File: config.mk
export PLATFORM = sky130hd
export DESIGN_NAME = sdrc_burst_splitter
export DESIGN_NICKNAME = d
export VERILOG_FILES = /design/src/rtl/sdrc_pkg.sv /design/src/rtl/sdrc_addr_add.sv /design/src/rtl/sdrc_burst_splitter.sv
export SDC_FILE = /design/constraint.sdc
export NUM_CORES = 1
export LEC_CHECK = 0
export CAP_MARGIN = 10
export CELL_PAD_IN_SITES_DETAIL_PLACEMENT = 1
export CELL_PAD_IN_SITES_GLOBAL_PLACEMENT = 2
export CORE_MARGIN = 2
export CORE_UTILIZATION = 40
export CTS_CLUSTER_SIZE = 14
export DETAILED_ROUTE_END_ITERATION = 10
export DONT_BUFFER_PORTS = 1
export GPL_TIMING_DRIVEN = 1
export PLACE_DENSITY = 0.94
export SKIP_CTS_REPAIR_TIMING = 1
export SYNTH_ARGS = -nofsm -noshare
export SYNTH_HDL_FRONTEND = slang
export SYNTH_SLANG_ARGS = --single-unit
File: constraint.sdc
create_clock -name clk -period 6.6 [get_ports clk]
set_input_delay 1.32 -clock clk [delete_from_list [all_inputs] [get_ports clk]]
set_output_delay 1.32 -clock clk [all_outputs]
set_load 0.02 [all_outputs]
File: src/rtl/sdrc_pkg.sv
// Shared types and defaults for the SDRAM controller core.
// Used by sdrc_burst_splitter and sdrc_addr_add.
package sdrc_pkg;

  localparam int SDRC_APP_AW   = 26;
  localparam int SDRC_COL_BITS = 8;

  typedef enum logic [1:0] {
    IDLE  = 2'd0,
    ISSUE = 2'd1,
    DONE  = 2'd2
  } bsplit_state_t;

  typedef logic [3:0] bst_len_t;

endpackage

File: src/rtl/sdrc_addr_add.sv
// Address-increment adder: addr + zero-extended burst length.
// The carry-out is dropped, so the address wraps at 2^AW.
module sdrc_addr_add
  import sdrc_pkg::*;
#(
  parameter int AW = SDRC_APP_AW
) (
  input  logic [AW-1:0] addr,
  input  bst_len_t      inc,
  output logic [AW-1:0] sum
);

  assign sum = addr + {{(AW-4){1'b0}}, inc};

endmodule

File: src/rtl/sdrc_burst_splitter.sv
// Splits a (start address, word count) request into bursts of at most MAX_BURST words.
// Define SDRC_PAGE_SPLIT_EN to also stop every burst at a 2^COL_BITS page boundary.
module sdrc_burst_splitter
  import sdrc_pkg::*;
#(
  parameter int APP_AW    = SDRC_APP_AW,
  parameter int LEN_W     = 9,
  parameter int MAX_BURST = 8,
  parameter int COL_BITS  = SDRC_COL_BITS
) (
  input  logic              clk,
  input  logic              reset,
  input  logic              req_valid,
  output logic              req_ready,
  input  logic [APP_AW-1:0] req_addr,
  input  logic [LEN_W-1:0]  req_len,
  input  logic              req_wr,
  output logic              bst_valid,
  input  logic              bst_ready,
  output logic [APP_AW-1:0] bst_addr,
  output bst_len_t          bst_len,
  output logic              bst_wr,
  output logic              bst_last,
  output logic              busy,
  output logic              done
);

  localparam logic [COL_BITS:0] PAGE_WORDS = {1'b1, {COL_BITS{1'b0}}};
  localparam logic [LEN_W-1:0]  MAX_LEN    = LEN_W'(MAX_BURST);

  bsplit_state_t     state;
  logic [APP_AW-1:0] cur_addr;
  logic [APP_AW-1:0] next_addr;
  logic [LEN_W-1:0]  rem;
  logic [LEN_W-1:0]  next_rem;
  logic [COL_BITS:0] room_req;
  logic [COL_BITS:0] room_next;
  bst_len_t          first_chunk;
  bst_len_t          next_chunk;

  function automatic bst_len_t chunk_of(input logic [LEN_W-1:0] r, input logic [COL_BITS:0] room);
    logic [LEN_W-1:0] lim;
    lim = (r < MAX_LEN) ? r : MAX_LEN;
    if (32'(room) < 32'(lim))
      lim = LEN_W'(room);
    return bst_len_t'(lim);
  endfunction

  sdrc_addr_add #(.AW(APP_AW)) u_addr_add (
    .addr (cur_addr),
    .inc  (bst_len),
    .sum  (next_addr)
  );

  // Without page splitting the room term is a full page, which never limits a burst.
`ifdef SDRC_PAGE_SPLIT_EN
  assign room_req  = PAGE_WORDS - {1'b0, req_addr[COL_BITS-1:0]};
  assign room_next = PAGE_WORDS - {1'b0, next_addr[COL_BITS-1:0]};
`else
  assign room_req  = PAGE_WORDS;
  assign room_next = PAGE_WORDS;
`endif

  assign next_rem    = rem - {{(LEN_W-4){1'b0}}, bst_len};
  assign first_chunk = chunk_of(req_len, room_req);
  assign next_chunk  = chunk_of(next_rem, room_next);

  assign req_ready = (state == IDLE);
  assign bst_valid = (state == ISSUE);
  assign done      = (state == DONE);
  assign busy      = (state != IDLE);

  always_ff @(posedge clk or posedge reset) begin
    if (reset) begin
      state    <= IDLE;
      cur_addr <= '0;
      rem      <= '0;
      bst_addr <= '0;
      bst_len  <= '0;
      bst_wr   <= 1'b0;
      bst_last <= 1'b0;
    end else begin
      case (state)
        IDLE: begin
          if (req_valid) begin
            if (req_len == '0) begin
              state <= DONE;
            end else begin
              state    <= ISSUE;
              cur_addr <= req_addr;
              rem      <= req_len;
              bst_addr <= req_addr;
              bst_len  <= first_chunk;
              bst_wr   <= req_wr;
              bst_last <= ({{(LEN_W-4){1'b0}}, first_chunk} == req_len);
            end
          end
        end
        ISSUE: begin
          if (bst_ready) begin
            if (bst_last) begin
              state <= DONE;
            end else begin
              // The following burst is registered in the same cycle, keeping bursts back-to-back.
              cur_addr <= next_addr;
              rem      <= next_rem;
              bst_addr <= next_addr;
              bst_len  <= next_chunk;
              bst_last <= ({{(LEN_W-4){1'b0}}, next_chunk} == next_rem);
            end
          end
        end
        DONE:    state <= IDLE;
        default: state <= IDLE;
      endcase
    end
  end

endmodule
==> impl_metrics.tcl <==
set metrics [dict create \
    status "finished clean" \
    power.density_nw_per_um2 553.3 \
    finClkSkew_ps 10.24 \
    die_h_um 90.45 \
    synth_xor_area_share_pct 0.8790 \
    synth_seq_cells 43 \
    setup_viol 0 \
    crit_top_cell "buf_4" \
    start_kind "flop" \
    critPathTopFamily "buffers and inverters" \
    whs_path_depth 1 \
    path_cells "nand2b_1 -> buf_4 -> inv_2 -> buf_4" \
    synth_edf_count 0 \
    yosys.area.top_type "dfrtp_1" \
    drtIter0Drc 122 \
    critPathArrivalTime_ps 1860 \
    synth_top_area_share_pct 36.00 \
    setup_tns_ps 0 \
    start_util_pct 41.21 \
    detail-route-antenna-nets 0 \
    yosysWarnings 0 \
    drt-total-wl_um 9121 \
    cp_max_fo 58 \
    path_buf_inv 3 \
    synth_seq_area_share_pct 36.00 \
    critPathMaxStageDelay_ps 510 \
    synth-async-reset-ratio_pct 100.0 \
    period_needed_ps 3182 \
    core_area_um2 7253 \
    max-vdd-ir-drop_mv 0.3852 \
    seq_power_share_pct 36.7 \
    viasPerCell 6.291 \
    clock-root-buffer "clkbuf_8" \
    p_clk_share_pct 13.0 \
    track_usage_pct 23.13 \
    yosys.area_share.adder_pct 4.688 \
    grt_pass1_wl_um 15120 \
    clk_latency_ps 320 \
    layout.nets 394 \
    endpoint_kind "output port" \
    vias 2793 \
    worst_slew_pin_slew_ps 937.0 \
    holdWs_ps 508.6 \
    avgRoutedWirePerCell_um 20.54 \
    path_clk_slew_ps 90 \
    fillers 905 \
    grtUsageMet3_pct 5.259 \
    drv_cap 0 \
    power.switching_uw 918.1 \
    crit_slowest_cell "buf_4" \
    num_antenna_cells 0 \
    cts_buffers 5 \
    synth.most_common_cell "dfrtp_1" \
    cp.depth 4 \
    r2r_cells 9 \
    fp-row-count 31 \
    synthCells 352 \
    synth_nets 402 \
    clockBufferDepth 2 \
    r2r-start "state[1]" \
    slew_viol_final 0 \
    grt_start_max_net_pins 59 \
    clock_sinks 43 \
    synth_top_family_by_area "compound AO/OA/AOI/OAI gates" \
    sw_frac_of_total_pct 52.54 \
    drt-pass1-iter-count 4 \
    p_int_uw 829.2 \
    crit_required_ps 5280 \
    rsz0062_at_grt "no" \
    fin_cells 444 \
    grt_overflow 0 \
    dominantRegCellSynth "dfrtp_1" \
    num_io_pins 76 \
    gp_congestion 0.8235 \
    hold_class "flop to flop" \
    die_w_um 90.45 \
    hold_path_startpoint "rem[3]" \
    finalHoldViolCount 0 \
    htree_levels 2 \
    synth_compound_area_share_pct 30.77 \
    synthMuxAreaShare_pct 2.135 \
    combPwrFrac_pct 50.3 \
    drive_gt1_share_pct 8.696 \
    postLayoutCellArea_um2 3158 \
    dieArea_um2 8180 \
    place_area_um2 3040 \
    tritoncts "yes" \
    dp_cells 436 \
    relSlewSlack_pct 37.01 \
    io_buffer_count 0 \
    reg2reg_slack_ps 3490 \
    synth_common_cells "43 x dfrtp_1, 42 x a21oi_1, 32 x nand2_1" \
    grt_busiest_layer "met2" \
    antenna_found_initial 0 \
    syn_avg_cell_area_um2 8.492 \
    synth_area_leaders "dfrtp_1 36%, a21oi_1 7.0%, nand2_1 4.0%" \
    use_met1_pct 30.85 \
    netlist_area_um2 2989 \
    fmax_ghz 0.3142 \
    areaGrowthSynthToFinish_pct 5.651 \
    dp_hpwl_um 6377 \
    use_met2_pct 37.03 \
    fin_crit_sh_pct 48.22 \
    postLayoutCoreUtil_pct 43.54 \
    drc_errors 0 \
    yosys.area_share.simple_pct 19.72 \
    hold_path_end "rem[3]" \
    p_leak_uw 0.001222 \
    yosysUniqueCellTypes 62 \
    path_class "flop to output port" \
    reg2reg_to "bst_len[2]" \
    grt_pass1_vias 2858 \
]
[worst register-to-register path: stages, from the launching register on]
cell      delay (ps)
dfrtp_1          460
nand2b_1         170
buf_4            260
inv_2            120
buf_4            510
nand2_1          240
a221oi_4         250
buf_4            470
mux2_2           420
o41ai_1           70
[power by group through the flow]
stage,Clock [µW],Combinational (µW),Sequential (µW)
floorplan,0,733,590
global placement,0,835,640
detailed placement,0,876,647
CTS,234,882,642
global route,245,991,663
finish,227,879,641
[worst max-delay path by stage]
stage / from / endpoint / slack (ps)
2_1_floorplan: req_len[4] / cur_addr[17] / 3690
3_3_place_gp: req_len[4] / cur_addr[7] / 3330
3_5_place_dp: req_len[4] / cur_addr[18] / 3240
4_1_cts: state[1] / bst_valid / 3440
5_1_grt: state[1] / bst_len[2] / 3300
6_report: state[1] / bst_valid / 3420
[metrics by stage]
stage / total power (µW) / setup slack [ps]
global route: 1900 / 3299
floorplan: 1323 / 3693
CTS: 1758 / 3444
global placement: 1475 / 3329
finish: 1747 / 3418
detailed placement: 1523 / 3244
[flip-flops by register name (all words and copies together) (netlist names)]
register	count
cur_addr	26
rem	9
bst_len	4
state	2
bst_last	1
bst_wr	1
[layout by cell type (no fill, tap or decap), types with 6 or more instances in the layout]
cell	netlist	layout
a211oi_1	6	6
a21oi_1	42	42
a2bb2oi_1	6	6
a31oi_1	6	6
clkbuf_8	0	6
dfrtp_1	43	43
ha_1	8	8
inv_1	18	17
nand2_1	32	32
nand3_1	21	21
nor2_1	24	24
nor3_1	7	7
o21ai_0	20	20
o22ai_1	12	12
o31ai_1	6	6
[metal layers]
metal | up-vias | part of all wire (%)
met5 | - | 0
met4 | 0 | 1.3
met1 | 1407 | 46
met2 | 70 | 48
li1 | 1310 | -
met3 | 6 | 4.8
[area by class of cell]
type	count	area (µm²)	area share, %
sequential	43	1076	34.07
multi-input combinational	271	1739	55.07
clock inverter	2	35.03	1.109
inverter	19	71.32	2.258
timing repair buffer	4	30.03	0.9509
tap	99	123.9	3.922
clock buffer	6	82.58	2.615
[kinds of logic after synthesis]
kind of cell | count (synthesis)
multiplexers | 6
flip-flops | 43
XOR/XNOR | 3
adder cells (fa/ha/maj) | 10
AND/OR/NAND/NOR | 116
AO/OA/AOI/OAI | 136
buffers and inverters | 38
Note: power is estimated with default switching activity, not from simulation.
